## src/rtl/glb_pe_bus_receiver.sv

```systemverilog
// glb_pe_bus_receiver
// PE-side endpoint of the global-buffer-to-PE bus. It accepts words tagged for
// this PE column, queues them in a small FIFO and frames them into kernel
// windows of kernel_size words. It flags the last word of each window and
// pulses row_done once that window has fully drained.
// Optional build macro RX_STATS_EN adds a saturating rx_count of accepted words.
//
// Handshake: a bus word transfers on a clock edge where match & m2b_ready.
// A PE word transfers where pe_valid & pe_ready. Both sides are valid/ready.
// The bus side cannot stall, so a matched word that sees m2b_ready low is
// dropped and sets the sticky overflow flag.
module glb_pe_bus_receiver #(
    parameter int DATA_WIDTH = 16,
    parameter int NUM_COL    = 4,
    parameter int FIFO_DEPTH = 8
) (
    input  logic                      clk,
    input  logic                      rst,
    input  logic [DATA_WIDTH-1:0]     ifmap_data_B2M,
    input  logic [DATA_WIDTH-1:0]     fltr_data_B2M,
    input  logic [2*DATA_WIDTH-1:0]   psum_data_B2M,
    input  logic [((NUM_COL>1)?$clog2(NUM_COL):1)-1:0] ID,
    input  logic [((NUM_COL>1)?$clog2(NUM_COL):1)-1:0] TAG,
    input  logic                      READY,
    input  logic                      CASTER_EN,
    input  logic [7:0]                kernel_size,
    output logic                      m2b_ready,
    output logic                      pe_valid,
    input  logic                      pe_ready,
    output logic [DATA_WIDTH-1:0]     pe_ifmap,
    output logic [DATA_WIDTH-1:0]     pe_fltr,
    output logic [2*DATA_WIDTH-1:0]   pe_psum,
    output logic                      pe_last,
    output logic                      row_done,
    output logic                      overflow,
    output logic [1:0]                dbg_state
`ifdef RX_STATS_EN
    ,
    output logic [15:0]               rx_count
`endif
);

    localparam int PW = $clog2(FIFO_DEPTH);
    localparam int CW = PW + 1;
    localparam int EW = 4*DATA_WIDTH + 1;

    typedef enum logic [1:0] {
        S_IDLE  = 2'd0,
        S_RECV  = 2'd1,
        S_FLUSH = 2'd2
    } state_t;

    state_t          r_state;
    logic [7:0]      r_k;
    logic [7:0]      r_wcnt;
    logic [EW-1:0]   r_mem [FIFO_DEPTH];
    logic [PW-1:0]   r_wr_ptr;
    logic [PW-1:0]   r_rd_ptr;
    logic [CW-1:0]   r_count;
    logic            r_row_done;
    logic            r_overflow;

    logic            w_match;
    logic            w_ignore;
    logic            w_ready;
    logic            w_accept;
    logic            w_drop;
    logic            w_pop;
    logic            w_last;
    logic [EW-1:0]   w_entry;
    logic            w_head_last;

    // An idle receiver with kernel_size 0 has no window to open, so matched
    // words are silently ignored rather than counted as drops.
    assign w_match  = CASTER_EN & READY & (ID == TAG);
    assign w_ignore = (r_state == S_IDLE) & (kernel_size == 8'd0);
    // Readiness comes from the registered count: a full FIFO refuses a push
    // even if the head pops in the same cycle.
    assign w_ready  = ~rst & (r_state != S_FLUSH) & (r_count < CW'(FIFO_DEPTH));
    assign w_accept = w_match & w_ready & ~w_ignore;
    assign w_drop   = w_match & ~w_ready & ~w_ignore;
    assign w_pop    = (r_count != '0) & pe_ready;
    assign w_last   = (r_state == S_IDLE) ? (kernel_size == 8'd1)
                                          : (r_wcnt == r_k - 8'd1);
    assign w_entry  = {ifmap_data_B2M, fltr_data_B2M, psum_data_B2M, w_last};

    assign m2b_ready = w_ready;
    assign pe_valid  = (r_count != '0);
    assign {pe_ifmap, pe_fltr, pe_psum, w_head_last} = r_mem[r_rd_ptr];
    assign pe_last   = pe_valid & w_head_last;
    assign row_done  = r_row_done;
    assign overflow  = r_overflow;
    assign dbg_state = r_state;

    // Receive FIFO storage, pointers and occupancy.
    always_ff @(posedge clk or posedge rst) begin
        if (rst) begin
            for (int i = 0; i < FIFO_DEPTH; i++) r_mem[i] <= '0;
            r_wr_ptr <= '0;
            r_rd_ptr <= '0;
            r_count  <= '0;
        end else begin
            if (w_accept) begin
                r_mem[r_wr_ptr] <= w_entry;
                r_wr_ptr        <= r_wr_ptr + 1'b1;
            end
            if (w_pop) r_rd_ptr <= r_rd_ptr + 1'b1;
            if (w_accept && !w_pop)      r_count <= r_count + 1'b1;
            else if (!w_accept && w_pop) r_count <= r_count - 1'b1;
        end
    end

    // Window framing FSM: open on the first accept, close on the K-th word,
    // then wait for the FIFO to drain before announcing row_done.
    always_ff @(posedge clk or posedge rst) begin
        if (rst) begin
            r_state    <= S_IDLE;
            r_k        <= 8'd0;
            r_wcnt     <= 8'd0;
            r_row_done <= 1'b0;
        end else begin
            r_row_done <= 1'b0;
            case (r_state)
                S_IDLE: begin
                    if (w_accept) begin
                        r_k     <= kernel_size;
                        r_wcnt  <= 8'd1;
                        r_state <= (kernel_size == 8'd1) ? S_FLUSH : S_RECV;
                    end
                end
                S_RECV: begin
                    if (w_accept) begin
                        r_wcnt <= r_wcnt + 8'd1;
                        if (r_wcnt == r_k - 8'd1) r_state <= S_FLUSH;
                    end
                end
                S_FLUSH: begin
                    if (r_count == '0) begin
                        r_row_done <= 1'b1;
                        r_state    <= S_IDLE;
                    end
                end
                default: r_state <= S_IDLE;
            endcase
        end
    end

    // Sticky drop flag; only reset clears it.
    always_ff @(posedge clk or posedge rst) begin
        if (rst)         r_overflow <= 1'b0;
        else if (w_drop) r_overflow <= 1'b1;
    end

`ifdef RX_STATS_EN
    logic [15:0] r_rx_count;
    assign rx_count = r_rx_count;

    // Saturating count of accepted words since reset.
    always_ff @(posedge clk or posedge rst) begin
        if (rst)                                    r_rx_count <= 16'd0;
        else if (w_accept && r_rx_count != 16'hFFFF) r_rx_count <= r_rx_count + 16'd1;
    end
`endif

endmodule

```

## config.mk

```make
export PLATFORM = sky130hd
export DESIGN_NAME = glb_pe_bus_receiver
export DESIGN_NICKNAME = d
export VERILOG_FILES = /design/src/rtl/glb_pe_bus_receiver.sv
export SDC_FILE = /design/constraint.sdc
export NUM_CORES = 1
export LEC_CHECK = 0
export CAP_MARGIN = 10
export CORE_AREA = 2 2 215 196
export CTS_CLUSTER_SIZE = 14
export DETAILED_ROUTE_END_ITERATION = 8
export DIE_AREA = 0 0 217 198
export MAX_ROUTING_LAYER = met4
export PLACE_DENSITY = 0.85
export SLEW_MARGIN = 20
export SYNTH_ARGS = -nofsm -noshare
export SYNTH_HDL_FRONTEND = slang
export SYNTH_SLANG_ARGS = --single-unit
```

## constraint.sdc

```tcl
create_clock -name clk -period 36.2 [get_ports clk]
set_input_delay 5.43 -clock clk [delete_from_list [all_inputs] [get_ports clk]]
set_output_delay 5.43 -clock clk [all_outputs]
set_load 0.02 [all_outputs]
```

* Word level (Yosys, flattened, before mapping)
Cells that the tools add are included.
Cells by class: add/sub/neg operators 6, $lt $le $gt $ge 4, eq/ne operators 10, mux-type cells 20, bitwise gates (word level) 16, reduce and logical (&&, ||, !) cells 14
Operators with widths (number):
- 520-bit bitwise mux | 1
- 65-bit binary-select mux with 3-bit select | 1
- 65-bit demux with 3-bit select | 1
- 65-bit 2-to-1 mux | 3
- 8-bit 2-to-1 mux | 2
- 8-bit case mux with 2 select lines | 1
- 1-bit bitwise AND | 11
- 2-bit 2-to-1 mux | 5
- 2-bit != test (second input constant) | 5
- 8-bit by 1-bit adder with 8-bit output (second input constant) | 1
- 8-bit by 1-bit == test with 1-bit output (second input constant) | 1
- 8-bit == test | 1
- 4-bit greater-or-equal comparator (second input constant) | 2
- 8-bit zero test | 1
- 4-bit 2-to-1 mux | 2
- 3-bit NOT with 4-bit output | 2
- 8-bit by 1-bit subtractor with 8-bit output (second input constant) | 1
- 3-bit by 1-bit adder with 3-bit output (second input constant) | 2
- 2-bit case mux with 3 select lines | 1
- 4-bit by 1-bit adder with 4-bit output (second input constant) | 1
- 4-bit zero test | 1
- 4-bit by 1-bit less-than comparator with 1-bit output (second input constant) | 1
- 4-bit less-than comparator (second input constant) | 1
- 4-bit AND reduction | 1
- 13 further kinds | 21
Storage, ports and cells: flip-flop bits (word level) 550, bits of input ports 81, word-level logic and storage cells 86

* Longest topological paths before layout
word-level depth 9, mapped depth 14

* Worst setup path before layout
No wires, ideal clock.
kind input to output, start point input port rst, end point output port m2b_ready, arrival 6.084 ns, slack 24.686 ns, stages on the path 3, buffers on the path 1, path through or3_1 buf_2 inv_4
Between the ends: longest elaborated chain between the ends 3
Ends and longest elaborated chain:
- start: declaration | RTL line 18 | input logic rst,
- 1-bit NOT | RTL line 79 | assign w_ready = ~rst & (r_state != S_FLUSH) & (r_count < CW'(FIFO_DEPTH));
- 1-bit bitwise AND (2 in series) | RTL line 79
- end: declaration | RTL line 27 | output logic m2b_ready,
No other way between the ends.

* Worst setup path in the final report
Same ends and word-level chain as after synthesis.

==> run metrics <==
status=finished, final reports clean; Top-Level Pins=~150; cell with the most instances after synthesis=dfrtp_1; number of synthesized flops with an enable pin=0; CTS tree=built; CTS resizes=0; Critical-path top delay cell=clkdlybuf4s50_1; Post-CTS Hold Fix Bufs=0; fin crit share=35.3%; R2R Path Start=dbg_state[0]$_DFFE_PP0P_; die area=43000 um^2; CTS Sinks=between 500 and 600; crit end category=output pin; final hold violations=0; Yosys Warn Count=0; WP data required=~31 ns; DR pass1 iterations=4; Synth Register Bits=550; GRT Overall Usage=27.4%; Post-CTS Setup Repair Bufs=0; setup TNS=0 ns; Layout fillers=around 2600; Hold EP=overflow$_DFFE_PP0P_; post-synth top area cell=dfrtp_1; WL/cell=approximately 24 um; maxcap violations=0; Top cell by count, worst path=clkdlybuf4s50_1; Mapped Nets=1646; Max Slew Vio Count=0; share of the synthesized area in the top cell type=52.6%; reg-to-reg endpoint=r_mem[257]$_DFFE_PP0P_; initial antenna violation count=5; Seq/Total Area, Yosys=52.6%; unrepaired setup endpoints after global routing=false; fmax=78.3 MHz; Worst-Margin Slew=1.07 ns; Max VDD drop=0.0437 mV; Mapped Cells=1557; WHS=between 0.4 and 0.5 ns; crit path kind=input port to output pin; CTS buffer count=54; H-tree depth=2; clock skew=between 0.015 and 0.02 ns; first-pass GRT wire length=88.0 mm; clock root buffer=clkbuf_16; synth unique cells=57; PwrDens=63.4 nW/um^2; CP bufs+invs=3; slew margin rel.=between 20 and 30%; crit path max fanout=9; vias in the first global route=15400; initial DRC count=953; Core ar.=41000 um^2; Avg Inst Size Synth=16.8 um^2; worst r2r path cells=6; die height=198 um; worst hold stages=1; Port Buffers=~150; Longest Clk Path Bufs=3; Worst path max stage delay=0.64 ns; area of the multi-input gates=11500 um^2; P&R area growth vs syn=13.4%; Post-Route WL=55.1 mm; hpwl dp=30.6 mm; drt via density=between 6 and 7; Hold Crit Start=overflow$_DFFE_PP0P_; post-route ant nets=0; sequential cell area=13800 um^2; final net count=1772; Placement Rows=71; CP Launch Type=input port; FF-to-FF setup slack=between 30 and 40 ns; minimum clock period=around 13 ns; cell family with most CP delay=buffers and inverters; Final Setup Violations=0; synthesized area=between 20000 and 30000 um^2; Worst-Skew Late Latency=0.60 ns; Initial Util=between 60 and 70%; largest cells by area after synthesis=dfrtp_1, mux2_2, mux2_4; ys flop type=dfrtp_1; CP Data Arrival Time=between 7 and 8 ns; drt drc=0; Leakage=14.6 nW; routed via count=14100; gp weighted congestion=0.798; largest net degree at the start of global routing=about 180; crit-path cells=clkdlybuf4s50_1 -> or3_1 -> inv_4 -> clkdlybuf4s50_1; top cells by count, synth=dfrtp_1, mux2_2, mux2_4; Async SR Flop Fraction=100%; die extent in x=about 220 um; share of layout cells above drive strength 1=between 40% and 50%; Congestion Overflow GR=0; CTS clk-pin slew, worst paths=0.07 ns; HP Class=register to register
how the worst max path moves through the flow:
stage / startpoint / end / cells past startpoint
after detailed placement: rst / m2b_ready / 4
after global placement: rst / m2b_ready / 4
final: rst / m2b_ready / 4
after CTS: rst / m2b_ready / 4
after floorplan: rst / dbg_state[0]$_DFFE_PP0P_ / 1
after global routing: rst / m2b_ready / 4
per-layer routing:
metal / share of wire (%) / up-vias / GRT usage [%]
met5: 0 / - / -
met4: 1.7 / 0 / 7.31
met3: 5.6 / 70 / 5.55
met2: 49 / 313 / 42.9
met1: 43 / 7651 / 37.0
li1: - / 6040 / -
report_power, final:
group          internal, W  leakage (nW)  switching [W]
Sequential        0.000705          7.52      0.0000970
Combinational     0.000272          6.16       0.000203
Clock             0.000366         0.944       0.000238
Total              0.00134          14.6       0.000538
cells in the final DEF (no fill, tap or decap), types with 6 or more instances in the layout:
cell type	count
a21oi_1	12
buf_4	19
bufinv_16	9
clkbuf_1	7
clkbuf_16	55
clkbuf_8	12
clkdlybuf4s50_1	151
clkinv_2	10
dfrtp_1	547
diode_2	6
ha_1	7
inv_1	9
mux2_1	42
mux2_2	336
mux2_4	200
mux2i_1	9
mux4_2	130
nand2_1	41
nand3_1	10
nor2_1	13
nor3_1	6
xnor2_1	12
xor2_1	7
cells by family after synthesis:
group,after synthesis,share of synthesized area (%)
buf+inv,115,3.57
flops,550,52.6
compound gates,39,1.03
fa+ha+maj,8,0.411
simple gates,109,2.47
xor+xnor,19,0.636
mux,717,39.3
layout make-up:
type	instances	share of cell area, %
flip-flops and latches	550	46.4
multi-input cells	892	38.7
repair buffers	174	5.87
clock buffers	74	5.28
well taps	547	2.31
clock inverters	23	1.18
inverters	11	0.173
diodes	6	0.0506
through the flow:
stage	worst slack [ns]	util [%]	cell area (um^2)	power [W]	cells
after floorplan	15.39	-	26200	0.00114	1557
final	23.43	72.3	29700	0.00188	2277
after global placement	23.45	67.4	27700	0.00127	2172
after detailed placement	23.44	67.4	27700	0.00129	2172
after CTS	23.43	72.1	29600	0.00190	2269
after global routing	23.37	72.3	29700	0.00196	2276
sequential cells by signal, indices dropped and copies added (netlist names):
| name | flops |
|---|---|
| row_done | 1 |
| r_rd_ptr | 3 |
| r_count | 4 |
| r_k | 8 |
| r_wcnt | 8 |
| r_wr_ptr | 3 |
| dbg_state | 2 |
| overflow | 1 |
| r_mem | 520 |
Power figures use the tool's default switching activity.
